<file path="config.mk">
export PLATFORM = sky130hd
export DESIGN_NAME = hex_dec_formatter_flat
export DESIGN_NICKNAME = d
export VERILOG_FILES = /design/src/rtl/hex_dec_formatter_if.sv /design/src/rtl/hex_dec_formatter.sv /design/src/flat_wrapper.sv
export SDC_FILE = /design/constraint.sdc
export NUM_CORES = 1
export LEC_CHECK = 0
export BUFFER_PORTS_ARGS = -buffer_cell sky130_fd_sc_hd__buf_2
export CORE_AREA = 2 2 80 82
export CTS_BUF_LIST = sky130_fd_sc_hd__clkbuf_8
export DETAILED_ROUTE_END_ITERATION = 8
export DIE_AREA = 0 0 82 84
export PLACE_DENSITY = 0.72
export SYNTH_ARGS = -nofsm -noshare
export SYNTH_HDL_FRONTEND = slang
export SYNTH_SLANG_ARGS = --single-unit
</file>
<file path="constraint.sdc">
create_clock -name clk -period 1.74 [get_ports clk]
set_input_delay 0.261 -clock clk [delete_from_list [all_inputs] [get_ports clk]]
set_output_delay 0.261 -clock clk [all_outputs]
set_load 0.1 [all_outputs]
</file>
<file path="src/rtl/hex_dec_formatter_if.sv">
// Request/result bundle between a requester and the hex/decimal digit formatter.
// master: requester side; slave: formatter side.
interface hex_dec_formatter_if;
  logic        start;
  logic        mode;
  logic [15:0] value;
  logic [15:0] digits;
  logic [1:0]  ones_place;
  logic        dp_en;
  logic        busy;
  logic        done;
  logic        overflow;

  modport master (
    output start, mode, value,
    input  digits, ones_place, dp_en, busy, done, overflow
  );

  modport slave (
    input  start, mode, value,
    output digits, ones_place, dp_en, busy, done, overflow
  );
endinterface

</file>
<file path="src/rtl/hex_dec_formatter.sv">
// Formats a 16-bit value into four display digits, either as a hex passthrough or as
// decimal BCD via a 16-step iterative double-dabble.
// Optional build macro HEX_DEC_SIGNED_EN: decimal mode treats value as two's complement,
// converts the magnitude and flags negatives with ones_place=3.
module hex_dec_formatter #(
  parameter logic [15:0] OVF_DIGITS = 16'h9999
) (
  input logic             clk,
  input logic             rst,
  hex_dec_formatter_if.slave bus
);

  typedef enum logic [1:0] {StIdle, StConvert, StDone} state_e;

  state_e      state_q, state_d;
  logic [15:0] shreg_q, shreg_d;
  logic [19:0] acc_q, acc_d;
  logic [3:0]  cnt_q, cnt_d;
  logic        neg_q, neg_d;
  logic [15:0] digits_q, digits_d;
  logic [1:0]  ones_q, ones_d;
  logic        dp_q, dp_d;
  logic        ovf_q, ovf_d;

  logic        is_neg;
  logic [15:0] operand;
  logic [19:0] acc_adj;
  logic [19:0] acc_shift;

`ifdef HEX_DEC_SIGNED_EN
  // 16'h8000 negates to itself, i.e. 32768 unsigned, which then overflows.
  assign is_neg  = bus.value[15];
  assign operand = is_neg ? (~bus.value + 16'd1) : bus.value;
`else
  assign is_neg  = 1'b0;
  assign operand = bus.value;
`endif

  // One double-dabble step: add 3 to BCD digits >= 5, then shift in the next operand MSB.
  always_comb begin
    acc_adj = acc_q;
    for (int i = 0; i < 5; i++) begin
      if (acc_q[4*i +: 4] >= 4'd5) begin
        acc_adj[4*i +: 4] = acc_q[4*i +: 4] + 4'd3;
      end
    end
    acc_shift = {acc_adj[18:0], shreg_q[15]};
  end

  // Next-state and result-register logic.
  always_comb begin
    state_d  = state_q;
    shreg_d  = shreg_q;
    acc_d    = acc_q;
    cnt_d    = cnt_q;
    neg_d    = neg_q;
    digits_d = digits_q;
    ones_d   = ones_q;
    dp_d     = dp_q;
    ovf_d    = ovf_q;
    unique case (state_q)
      StIdle: begin
        if (bus.start) begin
          acc_d = '0;
          cnt_d = '0;
          if (bus.mode) begin
            shreg_d = operand;
            neg_d   = is_neg;
            state_d = StConvert;
          end else begin
            // Hex results are final at the accepting edge.
            shreg_d  = '0;
            neg_d    = 1'b0;
            digits_d = bus.value;
            ones_d   = 2'd0;
            dp_d     = 1'b0;
            ovf_d    = 1'b0;
            state_d  = StDone;
          end
        end
      end
      StConvert: begin
        acc_d   = acc_shift;
        shreg_d = {shreg_q[14:0], 1'b0};
        cnt_d   = cnt_q + 4'd1;
        if (cnt_q == 4'd15) begin
          if (acc_shift[19:16] == 4'd0) begin
            digits_d = acc_shift[15:0];
            ovf_d    = 1'b0;
          end else begin
            digits_d = OVF_DIGITS;
            ovf_d    = 1'b1;
          end
          dp_d    = 1'b1;
          ones_d  = neg_q ? 2'd3 : 2'd0;
          state_d = StDone;
        end
      end
      StDone: begin
        state_d = StIdle;
      end
      default: begin
        state_d = StIdle;
      end
    endcase
  end

  // State and result registers; reset discards any conversion in flight.
  always_ff @(posedge clk or posedge rst) begin
    if (rst) begin
      state_q  <= StIdle;
      shreg_q  <= '0;
      acc_q    <= '0;
      cnt_q    <= '0;
      neg_q    <= 1'b0;
      digits_q <= '0;
      ones_q   <= 2'd0;
      dp_q     <= 1'b0;
      ovf_q    <= 1'b0;
    end else begin
      state_q  <= state_d;
      shreg_q  <= shreg_d;
      acc_q    <= acc_d;
      cnt_q    <= cnt_d;
      neg_q    <= neg_d;
      digits_q <= digits_d;
      ones_q   <= ones_d;
      dp_q     <= dp_d;
      ovf_q    <= ovf_d;
    end
  end

  assign bus.digits     = digits_q;
  assign bus.ones_place = ones_q;
  assign bus.dp_en      = dp_q;
  assign bus.overflow   = ovf_q;
  assign bus.busy       = (state_q != StIdle);
  assign bus.done       = (state_q == StDone);

endmodule

</file>
<file path="src/flat_wrapper.sv">
// flat-port wrapper written by rule: the top's interface ports become plain ports
module hex_dec_formatter_flat 
#(
  parameter logic [15:0] OVF_DIGITS = 16'h9999
)
  (clk, rst, bus_start, bus_mode, bus_value, bus_digits, bus_ones_place, bus_dp_en, bus_busy, bus_done, bus_overflow);
  hex_dec_formatter_if bus_i ();
  input logic clk;
  input logic rst;
  input wire logic [$bits(bus_i.start)-1:0] bus_start;
  input wire logic [$bits(bus_i.mode)-1:0] bus_mode;
  input wire logic [$bits(bus_i.value)-1:0] bus_value;
  output wire logic [$bits(bus_i.digits)-1:0] bus_digits;
  output wire logic [$bits(bus_i.ones_place)-1:0] bus_ones_place;
  output wire logic [$bits(bus_i.dp_en)-1:0] bus_dp_en;
  output wire logic [$bits(bus_i.busy)-1:0] bus_busy;
  output wire logic [$bits(bus_i.done)-1:0] bus_done;
  output wire logic [$bits(bus_i.overflow)-1:0] bus_overflow;
  assign bus_i.start = bus_start;
  assign bus_i.mode = bus_mode;
  assign bus_i.value = bus_value;
  assign bus_digits = bus_i.digits;
  assign bus_ones_place = bus_i.ones_place;
  assign bus_dp_en = bus_i.dp_en;
  assign bus_busy = bus_i.busy;
  assign bus_done = bus_i.done;
  assign bus_overflow = bus_i.overflow;
  hex_dec_formatter #(.OVF_DIGITS(OVF_DIGITS)) u_core (.clk(clk), .rst(rst), .bus(bus_i));
endmodule
</file>
==> summary.md, run 1 <==
The flow ran to the end, but the final reports show violations. The final reports fail on negative hold slack, negative setup slack. Pin placement for this block handled 42 I/O pins. The run gives 3 as the final count of negative-setup-slack endpoints. The proportion of layout cells with a drive suffix above 1 was 31.87%; the total length of routed wires was 7746 µm.

The max-slew violation count is 0. In this run, CTS created clock tree buffers numbering 9. The post-route worst hold slack was -0.01325 ns. TritonCTS built the clock tree.

Summed over its instances, the top area cell type makes up 51.19% of the synthesized netlist area. The die is 82 µm wide. The final layout contains 412 nets.

Yosys mapped a number of flops with a built-in enable equal to 0. STA classifies the critical path endpoint as a register. The Yosys step of the flow raised 0 warnings.

In this run, the number of DRC markers left after iteration 0 of detailed routing was 190. The data arrival time at the worst-slack endpoint is 2.02 ns, and the number of global-route vias before repair is 2659. The placed instances occupy a cell area of 3457 µm².

Data on the critical path is required at its endpoint by 2.00 ns. For the number of core rows, the log shows 29. Across the run, the number of max-cap violations was 0. The count of cells in the finished layout, fillers not included, comes to 463. The tools report the startpoint type of the worst setup path as a register. Clock-pin slew was measured on the worst setup and hold paths at 0.07 ns.

The tools report the initial antenna violation count as 0. The level count of the clock H-tree came out at 3. For the post-layout total power, the log shows 7.452 mW. The run gives 17 as the hold violation total from the final report. The sequential element share of the synthesized area is 51.19%. The critical path in this run is classified as reg -> reg. The final critical path time including I/O delays and setup is 1.754 ns. The worst register-to-register path has a depth of 8. The clock arrives with 0.007285 ns of skew. Cells fill 62.23% of the core in the end.

The post-placement cell count was 443; the die span in y was 84 µm. Library cell occupying the most area in the post-synthesis netlist: sky130_fd_sc_hd__dfrtp_1. The worst register-to-register path begins at u_core.acc_q[12]. For this run, asynchronously set or reset flops after synthesis account for 100.0%. Dividing the synthesized area by the synthesized cell count gives 9.461 µm². The area growth from synthesis to layout is 29.35%. For the wire length of the first global-routing pass, the log shows 12680 µm. Derived from the worst setup path, the maximum achievable clock frequency is 570.0 MHz. The cell sitting at the root of the clock tree is a sky130_fd_sc_hd__clkbuf_8. Ranked by total cell area, the synthesized netlist is headed by sky130_fd_sc_hd__dfrtp_1 51%, sky130_fd_sc_hd__nand2_1 6.4%, sky130_fd_sc_hd__o21ai_0 5.6%. The final worst slack came out at -0.01426 ns. The flip-flop and latch count after synthesis was 60.

In the routed layout, each cell is associated on average with a via count of 5.797. The repair_antennas step left the layout with diodes totalling 0. Summing over every cut layer, the via total after detailed routing is 2684. The die covers 6888 µm². The congestion estimate from routability-driven global placement came to 0.8209. The final critical path takes up 100.8% of the cycle. Yosys mapped the design onto 39 distinct sky130hd cell types. Dividing total power by cell area gives a power density of 1964 nW/µm². The clock reaches the later pin of the worst-skew pair after 0.34 ns. The finished cells cover 3794 µm². The clock drives 60 sinks. The total routing resource utilization after global routing came out at 24.68%. Setup repair after global routing could not meet its margin everywhere.

Count of buffers from port buffering: 39. The overflow left after global routing was 0. The wire-length estimate of the detail-placed layout is 5187 µm.

The run gives 4 as the number of detailed-route iterations in the first pass. The detail route stage leaves a number of antenna-violating nets equal to 0. The cell count after synthesis came out at 310.

The tools report the leakage power as 1.794 nW. Counting along the longest clock path gives a buffer depth of 2. For the remaining routing DRC violations, the log shows 0. The highest fanout seen on the critical path works out to 9. The post-synth design cell area was 2933 µm²; the reg2reg setup slack was -0.01 ns. IR analysis of the VDD net gives a maximum drop of 1.563 mV.

The tools report the count of fill cells added during filler insertion as 523. The endpoint of the lowest-slack register-to-register path was u_core.bus.digits[0]. Dividing the detail-routed wire length by the instance count gives 16.73 µm.

The largest net degree at the start of global routing came out at 61. Worst min-delay path category: in -> async. The most frequently used flop master after synthesis was sky130_fd_sc_hd__dfrtp_1. The effective utilization at floorplan is 48.11%, and the floorplan core area is 6096 µm².
[report_power, final]
group / total (mW) / internal (mW) / switching (mW)
Sequential: 2.09 / 1.82 / 0.270
Combinational: 3.97 / 0.999 / 2.97
Clock: 1.40 / 0.833 / 0.566
[registers in the layout, summed over array words and instances, names as in the netlist]
signal	cells
u_core.acc_q	20
u_core.bus.digits	16
u_core.shreg_q	16
u_core.cnt_q	4
u_core.state_q	2
u_core.bus.dp_en	1
u_core.bus.overflow	1
[final cells by class]
| type | count | area (µm²) | share of cell area, % |
|---|---|---|---|
| sequential | 60 | 1501 | 39.58 |
| multi-input combinational | 220 | 1414 | 37.27 |
| timing repair buffer | 76 | 508.0 | 13.39 |
| clock buffer | 10 | 137.6 | 3.628 |
| tap | 77 | 96.34 | 2.540 |
| clock inverter | 6 | 80.08 | 2.111 |
| inverter | 14 | 56.30 | 1.484 |
[stage by stage]
stage | setup TNS [ns] | setup slack (ns)
detailed placement | -0.4705 | -0.06003
global route | -1.996 | -0.1401
finish | -0.03343 | -0.01426
floorplan | 0 | 0.02051
global placement | -0.01101 | -0.009831
CTS | 0 | 0.002539
[critical path, stage by stage (launching register included)]
cell and delay (ns):
sky130_fd_sc_hd__dfrtp_1 0.40, sky130_fd_sc_hd__inv_1 0.08, sky130_fd_sc_hd__ha_1 0.22, sky130_fd_sc_hd__nand2b_1 0.09, sky130_fd_sc_hd__nor3b_1 0.30, sky130_fd_sc_hd__a221oi_2 0.08, sky130_fd_sc_hd__a31o_1 0.25, sky130_fd_sc_hd__buf_12 0.15
sky130_fd_sc_hd__a31oi_1 0.12
[cells in the mapped netlist, types with 2 or more instances]
cell	instances
sky130_fd_sc_hd__a32oi_1	15
sky130_fd_sc_hd__nor3b_1	2
sky130_fd_sc_hd__nor2_1	20
sky130_fd_sc_hd__buf_4	5
sky130_fd_sc_hd__a22o_1	2
sky130_fd_sc_hd__inv_1	13
sky130_fd_sc_hd__clkbuf_1	10
sky130_fd_sc_hd__nor3_1	8
sky130_fd_sc_hd__mux2_2	4
sky130_fd_sc_hd__nand2b_1	7
sky130_fd_sc_hd__dfrtp_1	60
sky130_fd_sc_hd__o22ai_1	7
sky130_fd_sc_hd__a21oi_1	17
sky130_fd_sc_hd__xor2_1	3
sky130_fd_sc_hd__o21ai_0	33
sky130_fd_sc_hd__ha_1	11
sky130_fd_sc_hd__a21o_1	4
sky130_fd_sc_hd__nor2b_1	3
sky130_fd_sc_hd__a22oi_1	8
sky130_fd_sc_hd__nand3_1	5
sky130_fd_sc_hd__nand2_1	50
sky130_fd_sc_hd__xnor2_1	5
sky130_fd_sc_hd__o21bai_1	2
[cell families after synthesis]
kind of cell / count (synthesis) / share of synthesized area (%)
and+or+nand+nor: 101 / 15.15
buffers and inverters: 31 / 4.650
other: 1 / 0.1279
DFF: 60 / 51.19
muxes: 4 / 1.536
AOI/OAI and AO/OA: 94 / 20.26
adders and majority gates: 11 / 4.693
xor gates and xnor gates: 8 / 2.389
[worst max-delay path by stage]
| stage | to | startpoint | slack [ns] |
|---|---|---|---|
| 2_1_floorplan | u_core.bus.digits[4] | u_core.acc_q[16] | 0.02 |
| 3_3_place_gp | u_core.bus.digits[4] | u_core.acc_q[16] | -0.01 |
| 3_5_place_dp | u_core.bus.digits[3] | u_core.acc_q[16] | -0.06 |
| 4_1_cts | u_core.bus.digits[0] | u_core.acc_q[16] | 0.003 |
| 5_1_grt | u_core.bus.digits[0] | u_core.acc_q[16] | -0.14 |
| 6_report | u_core.bus.digits[0] | u_core.acc_q[12] | -0.01 |
[metal layers]
metal	track usage, %	part of all wire (%)	vias up
li1	-	-	1241
met1	31.98	43	1347
met2	39.99	49	82
met3	6.061	6.6	14
met4	8.333	1.6	0
met5	0	0	-
[timing repair]
| action | in CTS | in global routing |
|---|---|---|
| gates cloned | 0 | 0 |
| setup endpoints to repair | 17 | 22 |
| buffers inserted | 3 | 1 |
| pin swaps | 0 | 2 |
| hold buffers | 0 | 0 |
| resized for setup | 10 | 20 |
| hold endpoints to repair | 0 | 0 |
[cell usage in the layout (no fill, tap or decap), types with 3 or more instances in the layout]
cell / instances
sky130_fd_sc_hd__a32oi_1: 15
sky130_fd_sc_hd__mux2_2: 3
sky130_fd_sc_hd__inv_2: 3
sky130_fd_sc_hd__a21o_1: 4
sky130_fd_sc_hd__nor2_1: 19
sky130_fd_sc_hd__o21ai_1: 5
sky130_fd_sc_hd__o21ai_2: 4
sky130_fd_sc_hd__o22ai_1: 7
sky130_fd_sc_hd__buf_2: 38
sky130_fd_sc_hd__nand2b_1: 6
sky130_fd_sc_hd__o21ai_0: 25
sky130_fd_sc_hd__a22oi_1: 6
sky130_fd_sc_hd__ha_2: 3
sky130_fd_sc_hd__xnor2_1: 5
sky130_fd_sc_hd__dfrtp_1: 60
sky130_fd_sc_hd__ha_1: 7
sky130_fd_sc_hd__clkbuf_8: 10
sky130_fd_sc_hd__a21oi_2: 6
sky130_fd_sc_hd__nand2_1: 50
sky130_fd_sc_hd__xor2_1: 3
sky130_fd_sc_hd__buf_4: 33
sky130_fd_sc_hd__nand3_1: 5
sky130_fd_sc_hd__inv_1: 12
sky130_fd_sc_hd__a21oi_1: 10
sky130_fd_sc_hd__nor3_1: 8
No activity file was read; power rests on OpenSTA's default activity.
==> inputs of run 2 (changes only) <==
--- a/config.mk
+++ b/config.mk
@@ -5,12 +5,13 @@
 export SDC_FILE = /design/constraint.sdc
 export NUM_CORES = 1
 export LEC_CHECK = 0
+export ABC_AREA = 1
 export BUFFER_PORTS_ARGS = -buffer_cell sky130_fd_sc_hd__buf_2
-export CORE_AREA = 2 2 80 82
+export CORE_AREA = 2 2 82 84
 export CTS_BUF_LIST = sky130_fd_sc_hd__clkbuf_8
 export DETAILED_ROUTE_END_ITERATION = 8
-export DIE_AREA = 0 0 82 84
-export PLACE_DENSITY = 0.72
+export DIE_AREA = 0 0 84 86
+export PLACE_DENSITY = 0.71
 export SYNTH_ARGS = -nofsm -noshare
 export SYNTH_HDL_FRONTEND = slang
 export SYNTH_SLANG_ARGS = --single-unit
==> summary.md, run 2 <==
For the post-layout instance area, the log shows 3707 µm² (-2.3%). By area the synthesized netlist is led by sky130_fd_sc_hd__dfrtp_1 49%, sky130_fd_sc_hd__o21ai_0 7.9%, sky130_fd_sc_hd__nand2_1 7.8%. STA classifies the critical path endpoint as a register. The width of the die was 84 µm (+2.4%). The post-synthesis area per instance was 8.961 µm² (-5.3%). The startpoint identified for the worst hold timing path is bus_value[1].

The routed length on met2 came out at 3485 µm (-8.2%). In the layout the commonest cells are 60 x sky130_fd_sc_hd__dfrtp_1, 55 x sky130_fd_sc_hd__nand2_1, 48 x sky130_fd_sc_hd__o21ai_0. The area share of the largest cell type after synthesis is 49.28% (-1.9 points), and the fraction of power spent switching nets is 52.27% (+1.2 points).

The routed metal-1 wire length was 3316 µm (+0.21%); the effective utilization at floorplan was 48.53% (+0.42 points). The sequential standard cell area is 1501 µm² (unchanged), and the data arrival time at the worst-slack endpoint is 1.88 ns (-0.14 ns). The multi-input gate area in the final layout is 1401 µm² (-0.89%), and the largest vdd supply drop is 1.700 mV (+8.8%). The run gives 0 (-3) as the final count of negative-setup-slack endpoints. The worst min-delay path category is in -> reg. Post-route worst hold slack: 0.1919 ns (+0.2051 ns). The most frequently used flop master after synthesis was sky130_fd_sc_hd__dfrtp_1.

In this run the worst setup path begins at u_core.acc_q[12]. The remaining routing DRC violations was 0 (unchanged); the number of different library cells in the post-synthesis netlist was 36 (-7.7%). The tools report the total internal power as 3.642 mW (-0.15%). The logs give 3047 µm² (+3.9%) for the post-synth design cell area and 3.988 mW (+4.8%) for the net switching power. The residual antenna-violating net count after detailed routing is 0 (unchanged), and the total via count after detailed routing is 2513 (-6.4%).

The initial antenna violation count is 0 (unchanged). The flip-flop and latch count after synthesis was 60 (unchanged). The post-synthesis cell count was 340 (+9.7%); the slew at the pin closest to its max-slew limit was 0.5374 ns.

For the number of antenna diodes, the log shows 0 (unchanged). The wire length of the first global-routing pass was 12320 µm (-2.9%); the clock group share of total power was 18.7% (about the same). Dominant cell by count in the synthesized netlist: sky130_fd_sc_hd__nand2_1. The final period utilization is 95.48% (-5.3 points). The reg2reg setup slack came out at 0.08 ns (+0.09 ns).

The register share of total power is 28.6% (+0.6 points). The flip-flop count of the largest register, all copies and words added came out at 20 (unchanged). Highest fanout seen on the critical path: 5 (-4). Clock transition at the registers of the reported paths: 0.07 ns (about the same). The tools report the maximum clock path buffer count as 2 (unchanged). For the worst slew margin relative to its limit, the log shows 64.09%.

The cell area after placement is 3356 µm² (-2.9%), and the placer congestion estimate is 0.8393 (+2.2%). For the number of global-route vias before repair, the log shows 2508 (-5.7%). The count of fill cells added during filler insertion is 591 (+13%). TritonCTS built the clock tree. The tools report the net total in the final layout as 425 (+3.2%). Routed length per instance: 15.14 µm (-9.5%). Number of top-level pins: 42 (unchanged).

The logs give 0 ns (+0.03343 ns) for the sum of negative setup slack and 60 (unchanged) for the number of sinks driven by the clock tree. The number of core rows was 29 (unchanged). For the sequential element share of the synthesized area, the log shows 49.28% (-1.9 points). Routed signal wires occupy layers up through met4.

The run gives 9 (unchanged) as the number of CTS-inserted buffers. u_core.acc_q holds more flip-flops than any other register. The worst clock skew on the final layout is 0.009609 ns (+0.002324 ns), and the total routing resource utilization after global routing is 21.74% (-2.9 points).

The die span in y works out to 86 µm (+2.4%). The post-synthesis async set-or-reset flop share was 100.0% (unchanged). The proportion of layout cells with a drive suffix above 1 was 27.32% (-4.5 points); the area growth from synthesis to final layout was 21.68%. The number of enable-type register cells in the synthesized netlist was 0 (unchanged); the wire length on met3 was 333 µm (-35%). The count of buffers from port buffering was 39 (unchanged). The reported max-cap violation count was 0 (unchanged).

The maximum clock frequency came out at 601.9 MHz (+5.6%). The critical setup path kind is reg -> reg. For the leakage power, the log shows 1.767 nW (-1.5%). For the number of detailed-route iterations in the first pass, the log shows 4 (unchanged). The combinational share of power was 52.7% (-0.5 points); the detailed placement HPWL was 4958 µm (-4.4%).

The detail-routed via count per cell is 5.279 (-8.9%), and the number of synthesis warnings is 0 (unchanged). The floorplan core area was 6277 µm² (+3.0%). The run gives 40 (-34%) as the largest net degree at the start of global routing. STA classifies the critical path startpoint as a register.

The tools report the critical path data required time as 1.96 ns (-0.04 ns). The library cell occupying the most area in the post-synthesis netlist is sky130_fd_sc_hd__dfrtp_1. The hold violation total from the final report came out at 0 (-17).

The final critical path time including I/O delays and setup was 1.661 ns (-0.09297 ns); the power density over the cells was 2058 nW/µm² (+4.8%). The overflow left after global routing is 0 (unchanged). The run finished with clean final reports. The run gives 135 (-29%) as the first-iteration detailed-routing DRC count. Sorting the synthesized cells by how often they occur yields 63 x sky130_fd_sc_hd__nand2_1, 60 x sky130_fd_sc_hd__dfrtp_1, 48 x sky130_fd_sc_hd__o21ai_0. Most common cell after layout, fill and taps aside: sky130_fd_sc_hd__dfrtp_1.

The clock root buffer is sky130_fd_sc_hd__clkbuf_8. The level count of the clock H-tree was 3 (unchanged); the clock latency on the worst-skew pair was 0.34 ns (about the same). The total die area is 7224 µm² (+4.9%).

Source of the worst register-to-register timing path: u_core.acc_q[12]. The max-slew violation count was 0 (unchanged); the total length of routed wires was 7208 µm (-6.9%).
run 2: final cells by class:
type	instances	area share, %
Sequential cell	60	40.50
Inverter	37	3.982
Clock buffer	10	3.712
Multi-Input combinational cell	232	37.80
Tap cell	77	2.599
Timing Repair Buffer	54	9.045
Clock inverter	6	2.362
run 2: critical path: stages, from the launching register on:
cell                      delay, ns
sky130_fd_sc_hd__dfrtp_1       0.40
sky130_fd_sc_hd__buf_4         0.14
sky130_fd_sc_hd__ha_1          0.19
sky130_fd_sc_hd__nand2_1       0.06
sky130_fd_sc_hd__nand2_1       0.07
sky130_fd_sc_hd__nand3_2       0.08
sky130_fd_sc_hd__nand2_2       0.07
sky130_fd_sc_hd__nor2_4        0.16
sky130_fd_sc_hd__nand3_4       0.18
sky130_fd_sc_hd__nand2_8       0.13
sky130_fd_sc_hd__a21oi_2       0.05
run 2: metal layers:
metal / global-route usage (%) / up-vias
li1: - / 1248
met1: 29.68 / 1196
met2: 34.62 / 62
met3: 4.812 / 7
met4: 7.331 / 0
met5: 0 / -
run 2: path summary, 6_finish.rpt:
kind                            depth (start not counted)                    to
min in group asynchronous                               3     u_core.shreg_q[1]
worst max-delay path                                   10  u_core.bus.digits[4]
worst min-delay path                                    3     u_core.shreg_q[1]
max in group asynchronous                               4      u_core.acc_q[15]
worst max register to register                         10  u_core.bus.digits[4]
worst min register to register                          1       u_core.cnt_q[3]
run 2: logic make-up after synthesis:
kind of cell | Yosys count | share of synthesized area (%)
compound gates | 108 | 21.68
other cells | 1 | 0.1231
flops | 60 | 49.28
fa+ha+maj | 11 | 4.517
mux | 1 | 0.3286
simple gates | 104 | 15.48
buf+inv | 51 | 7.433
xor+xnor | 4 | 1.150
run 2: timing repair:
item | 4_1_cts | 5_1_grt
resized for setup | 2 | 17
gates cloned | 2 | 0
buffers inserted | 0 | 5
endpoints found under the hold margin | 21 | 0
hold buffers | 1 | 0
pin swaps | 2 | 7
setup endpoints to repair | 5 | 16
run 2: stage by stage:
stage	utilization [%]	cells	setup slack (ns)	power (mW)
2_1_floorplan	-	341	0.2174	5.338
3_3_place_gp	53.46	452	0.07358	6.104
3_5_place_dp	53.46	452	0.006609	6.168
4_1_cts	57.70	471	0.01513	7.661
5_1_grt	59.06	476	-0.01910	8.046
6_report	59.06	476	0.07871	7.629
run 2: power groups by stage:
| stage | Clock (mW) | Combinational (mW) | Sequential, mW |
|---|---|---|---|
| after floorplan | 0 | 1.76 | 3.58 |
| after global placement | 0 | 3.91 | 2.19 |
| after detailed placement | 0 | 3.97 | 2.19 |
| after CTS | 1.44 | 4.04 | 2.18 |
| after global routing | 1.51 | 4.30 | 2.23 |
| final | 1.43 | 4.02 | 2.18 |
==> inputs of run 3 (changes only) <==
--- a/config.mk
+++ b/config.mk
@@ -7,11 +7,11 @@
 export LEC_CHECK = 0
 export ABC_AREA = 1
 export BUFFER_PORTS_ARGS = -buffer_cell sky130_fd_sc_hd__buf_2
-export CORE_AREA = 2 2 82 84
+export CORE_AREA = 2 2 103 105
 export CTS_BUF_LIST = sky130_fd_sc_hd__clkbuf_8
+export CTS_CLUSTER_DIAMETER = 150
 export DETAILED_ROUTE_END_ITERATION = 8
-export DIE_AREA = 0 0 84 86
-export PLACE_DENSITY = 0.71
+export DIE_AREA = 0 0 105 107
 export SYNTH_ARGS = -nofsm -noshare
 export SYNTH_HDL_FRONTEND = slang
 export SYNTH_SLANG_ARGS = --single-unit
==> constraint.sdc (replaced) <==
create_clock -name clk -period 1.4 [get_ports clk]
set_input_delay 0.21 -clock clk [delete_from_list [all_inputs] [get_ports clk]]
set_output_delay 0.21 -clock clk [all_outputs]
set_load 0.1 [all_outputs]
==> summary.md, run 3 (synthesized netlist as in run 2, its figures left out) <==
The final period utilization came out at 117.9% (+22 points). Worst min-delay path category: in -> reg. The tools report the reported max-cap violation count as 0 (unchanged). The number of sinks driven by the clock tree is 60 (unchanged). The hold violation total from the final report was 0 (unchanged).

The maximum clock path buffer count was 2 (unchanged). The tools report the overflow left after global routing as 0 (unchanged). The worst clock skew on the final layout was 0.008494 ns (-0.001115 ns). The tools report the post-route worst hold slack as 0.1245 ns (-0.06741 ns). The total via count after detailed routing is 2723 (+8.4%). The final critical path time including I/O delays and setup was 1.650 ns (-0.01122 ns); the reg2reg setup slack was -0.25 ns (-0.33 ns). The flip-flop count of the largest register, all copies and words added works out to 20 (unchanged). The number of top-level pins is 42 (unchanged), and the clock latency on the worst-skew pair is 0.35 ns (about the same).

The run gives 0 (unchanged) as the initial antenna violation count. Setup repair after global routing could not meet its margin everywhere. In this run the clock root is driven by a sky130_fd_sc_hd__clkbuf_8.

TritonCTS built the clock tree. The number of detailed-route iterations in the first pass came out at 5 (+1). The critical path data required time was 1.67 ns (-0.29 ns). The worst setup path is captured at a register. The final worst slack came out at -0.2501 ns (-0.3288 ns). The largest individual stage delay along the critical path comes from the cell sky130_fd_sc_hd__dfrtp_2. The largest vdd supply drop came out at 0.9605 mV (-44%). The run gives 128 (-5.2%) as the first-iteration detailed-routing DRC count.

Critical setup path kind: reg -> reg. The clock transition at the registers of the reported paths was 0.07 ns (about the same); the core utilization of the finished layout was 44.63% (-14 points). The cell depth of the worst flop-to-flop path works out to 11 (+1). The most common cell type on the critical path was sky130_fd_sc_hd__nand2_2. The kind of cell with the highest combined delay on the critical path was simple AND/OR/NAND/NOR gates.

The power density over the cells is 2393 nW/µm² (+16%). The floorplan core area was 10090 µm² (+61%); the placer congestion estimate was 0.8200 (-2.3%). Routed metal-1 wire length: 3806 µm (+15%). The tools report the worst setup slack before clock tree synthesis as -0.3069 ns (-0.3135 ns). The detail-routed via count per cell was 4.687 (-11%); the wire length on met3 was 318 µm (-4.5%).

The tools report the source of the worst register-to-register timing path as u_core.acc_q[12]. The post-placement cell count is 545 (+21%), and the total die area is 11240 µm² (+56%). The run gives 4302 µm (+23%) as the routed length on met2. The run finished, with violations left.

The routed length per instance works out to 14.86 µm (-1.9%). The count of buffers from port buffering is 39 (unchanged), and the number of global-route vias before repair is 2783 (+11%). The width of the die came out at 105 µm (+25%).

The startpoint identified for the worst hold timing path is bus_value[13]. The number of standard cells in the final layout excluding fillers was 581 (+22%); the total routing resource utilization after global routing was 15.22% (-6.5 points). The final reports fail on negative setup slack. The die span in y is 107 µm (+24%), and the effective utilization at floorplan is 30.19% (-18 points). For the maximum clock frequency, the log shows 606.0 MHz (+0.68%).

Largest net degree at the start of global routing: 28 (-30%). The detailed placement HPWL came out at 5775 µm (+16%). The wire length of the first global-routing pass is 13320 µm (+8.1%), and the highest fanout seen on the critical path is 5 (unchanged).

The delay of the slowest cell on the worst path is 0.45 ns (+0.05 ns), and the proportion of layout cells with a drive suffix above 1 is 46.07% (+19 points). The end point of the worst hold path is u_core.shreg_q[13]. In the layout the commonest cells are 59 x sky130_fd_sc_hd__dfrtp_1, 45 x sky130_fd_sc_hd__nand2_1, 44 x sky130_fd_sc_hd__buf_4.

The post-layout total power came out at 10.78 mW (+41%). Data arrival time at the worst-slack endpoint: 1.92 ns (+0.04 ns). The remaining routing DRC violations is 0 (unchanged). STA classifies the critical path startpoint as a register. The run gives 0 (unchanged) as the residual antenna-violating net count after detailed routing.

Leaving out fill and tap cells, the most frequent cell in the layout is sky130_fd_sc_hd__dfrtp_1. Net total in the final layout: 471 (+11%). The max-slew violation count was 0 (unchanged).

More flip-flops sit in one register than any other, and that register is u_core.acc_q. The level count of the clock H-tree is 3 (unchanged), and the area growth from synthesis to final layout is 47.84%. The worst hold path cell count works out to 3 (unchanged).

The worst register-to-register path ends at u_core.bus.digits[14]. The total length of routed wires was 8632 µm (+20%); the number of antenna diodes was 0 (unchanged). The tools report the number of CTS-inserted buffers as 9 (unchanged).

The critical path goes through inv_2 -> ha_4 -> inv_2 -> nand2_2 -> nand2_2 -> nand3_2 -> nand2_2 -> nor2_4 -> nand3_4 -> buf_12 -> o21bai_1. The detailed router used layers up to and including met4. The leakage power is 2.085 nW (+18%), and the final count of negative-setup-slack endpoints is 23 (+23).

The tools report the number of core rows as 37 (+28%). Worst path buffer plus inverter count: 3 (+2).
run 3: cell count changes in the layout (fill, tap and decap cells not counted), moves of 6 or more:
| cell | delta |
|---|---|
| sky130_fd_sc_hd__o21ai_1 | +18 |
| sky130_fd_sc_hd__a22oi_2 | +7 |
| sky130_fd_sc_hd__a22oi_1 | -7 |
| sky130_fd_sc_hd__o21ai_0 | -24 |
| sky130_fd_sc_hd__inv_1 | -7 |
| sky130_fd_sc_hd__nand2_1 | -10 |
| sky130_fd_sc_hd__buf_4 | +32 |
| sky130_fd_sc_hd__buf_2 | -6 |
| sky130_fd_sc_hd__buf_12 | +8 |
| sky130_fd_sc_hd__nand2_2 | +7 |
| sky130_fd_sc_hd__buf_6 | +10 |
| sky130_fd_sc_hd__a21oi_1 | -6 |
run 3: repair_timing:
item / in CTS / in global routing
pin swaps: 17 / 20
hold buffers: 1 / 0
gates resized for setup: 51 / 72
setup buffers: 13 / 7
setup endpoints to repair: 34 / 55
hold endpoints to repair: 14 / 0
run 3: where the power goes:
group | internal [mW] | switching, mW | total, mW | leakage [nW]
Sequential | 2.32 | 0.437 | 2.76 | 0.782
Clock | 0.906 | 0.713 | 1.62 | 0.107
Combinational | 2.12 | 4.27 | 6.40 | 1.20
Total | 5.35 | 5.42 | 10.8 | 2.08
run 3: area by class of cell:
| type | instances | area (µm²) |
|---|---|---|
| Fill cell | 984 | 5588 |
| Multi-Input combinational cell | 230 | 1625 |
| Sequential cell | 60 | 1503 |
| Timing Repair Buffer | 102 | 848.3 |
| Tap cell | 136 | 170.2 |
| Inverter | 37 | 155.1 |
| Clock buffer | 11 | 151.4 |
| Clock inverter | 5 | 51.30 |
run 3: metal layers:
layer / up-vias / GRT usage (%)
met4: 0 / 5.333
met1: 1309 / 18.84
met3: 16 / 4.073
li1: 1346 / -
met5: - / 0
met2: 52 / 25.65
run 3: worst max path at each step:
stage | startpoint | endpoint | slack [ns] | depth (start not counted)
CTS | u_core.acc_q[16] | u_core.bus.digits[9] | -0.23 | 11
finish | u_core.acc_q[12] | u_core.bus.digits[14] | -0.25 | 11
global route | u_core.acc_q[12] | u_core.bus.digits[6] | -0.35 | 11
global placement | u_core.acc_q[12] | u_core.bus.digits[4] | -0.25 | 11
floorplan | u_core.acc_q[12] | u_core.bus.digits[4] | -0.10 | 11
detailed placement | u_core.acc_q[16] | u_core.bus.digits[4] | -0.31 | 11
run 3: stage by stage:
step / cell area (µm²) / setup TNS, ns
after floorplan: 3057 / -1.082
after global placement: 3777 / -3.710
after global routing: 4504 / -6.495
final: 4504 / -4.195
after detailed placement: 3777 / -4.896
after CTS: 4220 / -3.385
run 3: worst register-to-register path, cell delays in order (launching register included):
cell and delay (ns):
sky130_fd_sc_hd__dfrtp_2 0.45, sky130_fd_sc_hd__inv_2 0.09, sky130_fd_sc_hd__ha_4 0.13, sky130_fd_sc_hd__inv_2 0.04, sky130_fd_sc_hd__nand2_2 0.07, sky130_fd_sc_hd__nand2_2 0.08, sky130_fd_sc_hd__nand3_2 0.07, sky130_fd_sc_hd__nand2_2 0.08
sky130_fd_sc_hd__nor2_4 0.15, sky130_fd_sc_hd__nand3_4 0.15, sky130_fd_sc_hd__buf_12 0.17, sky130_fd_sc_hd__o21bai_1 0.11
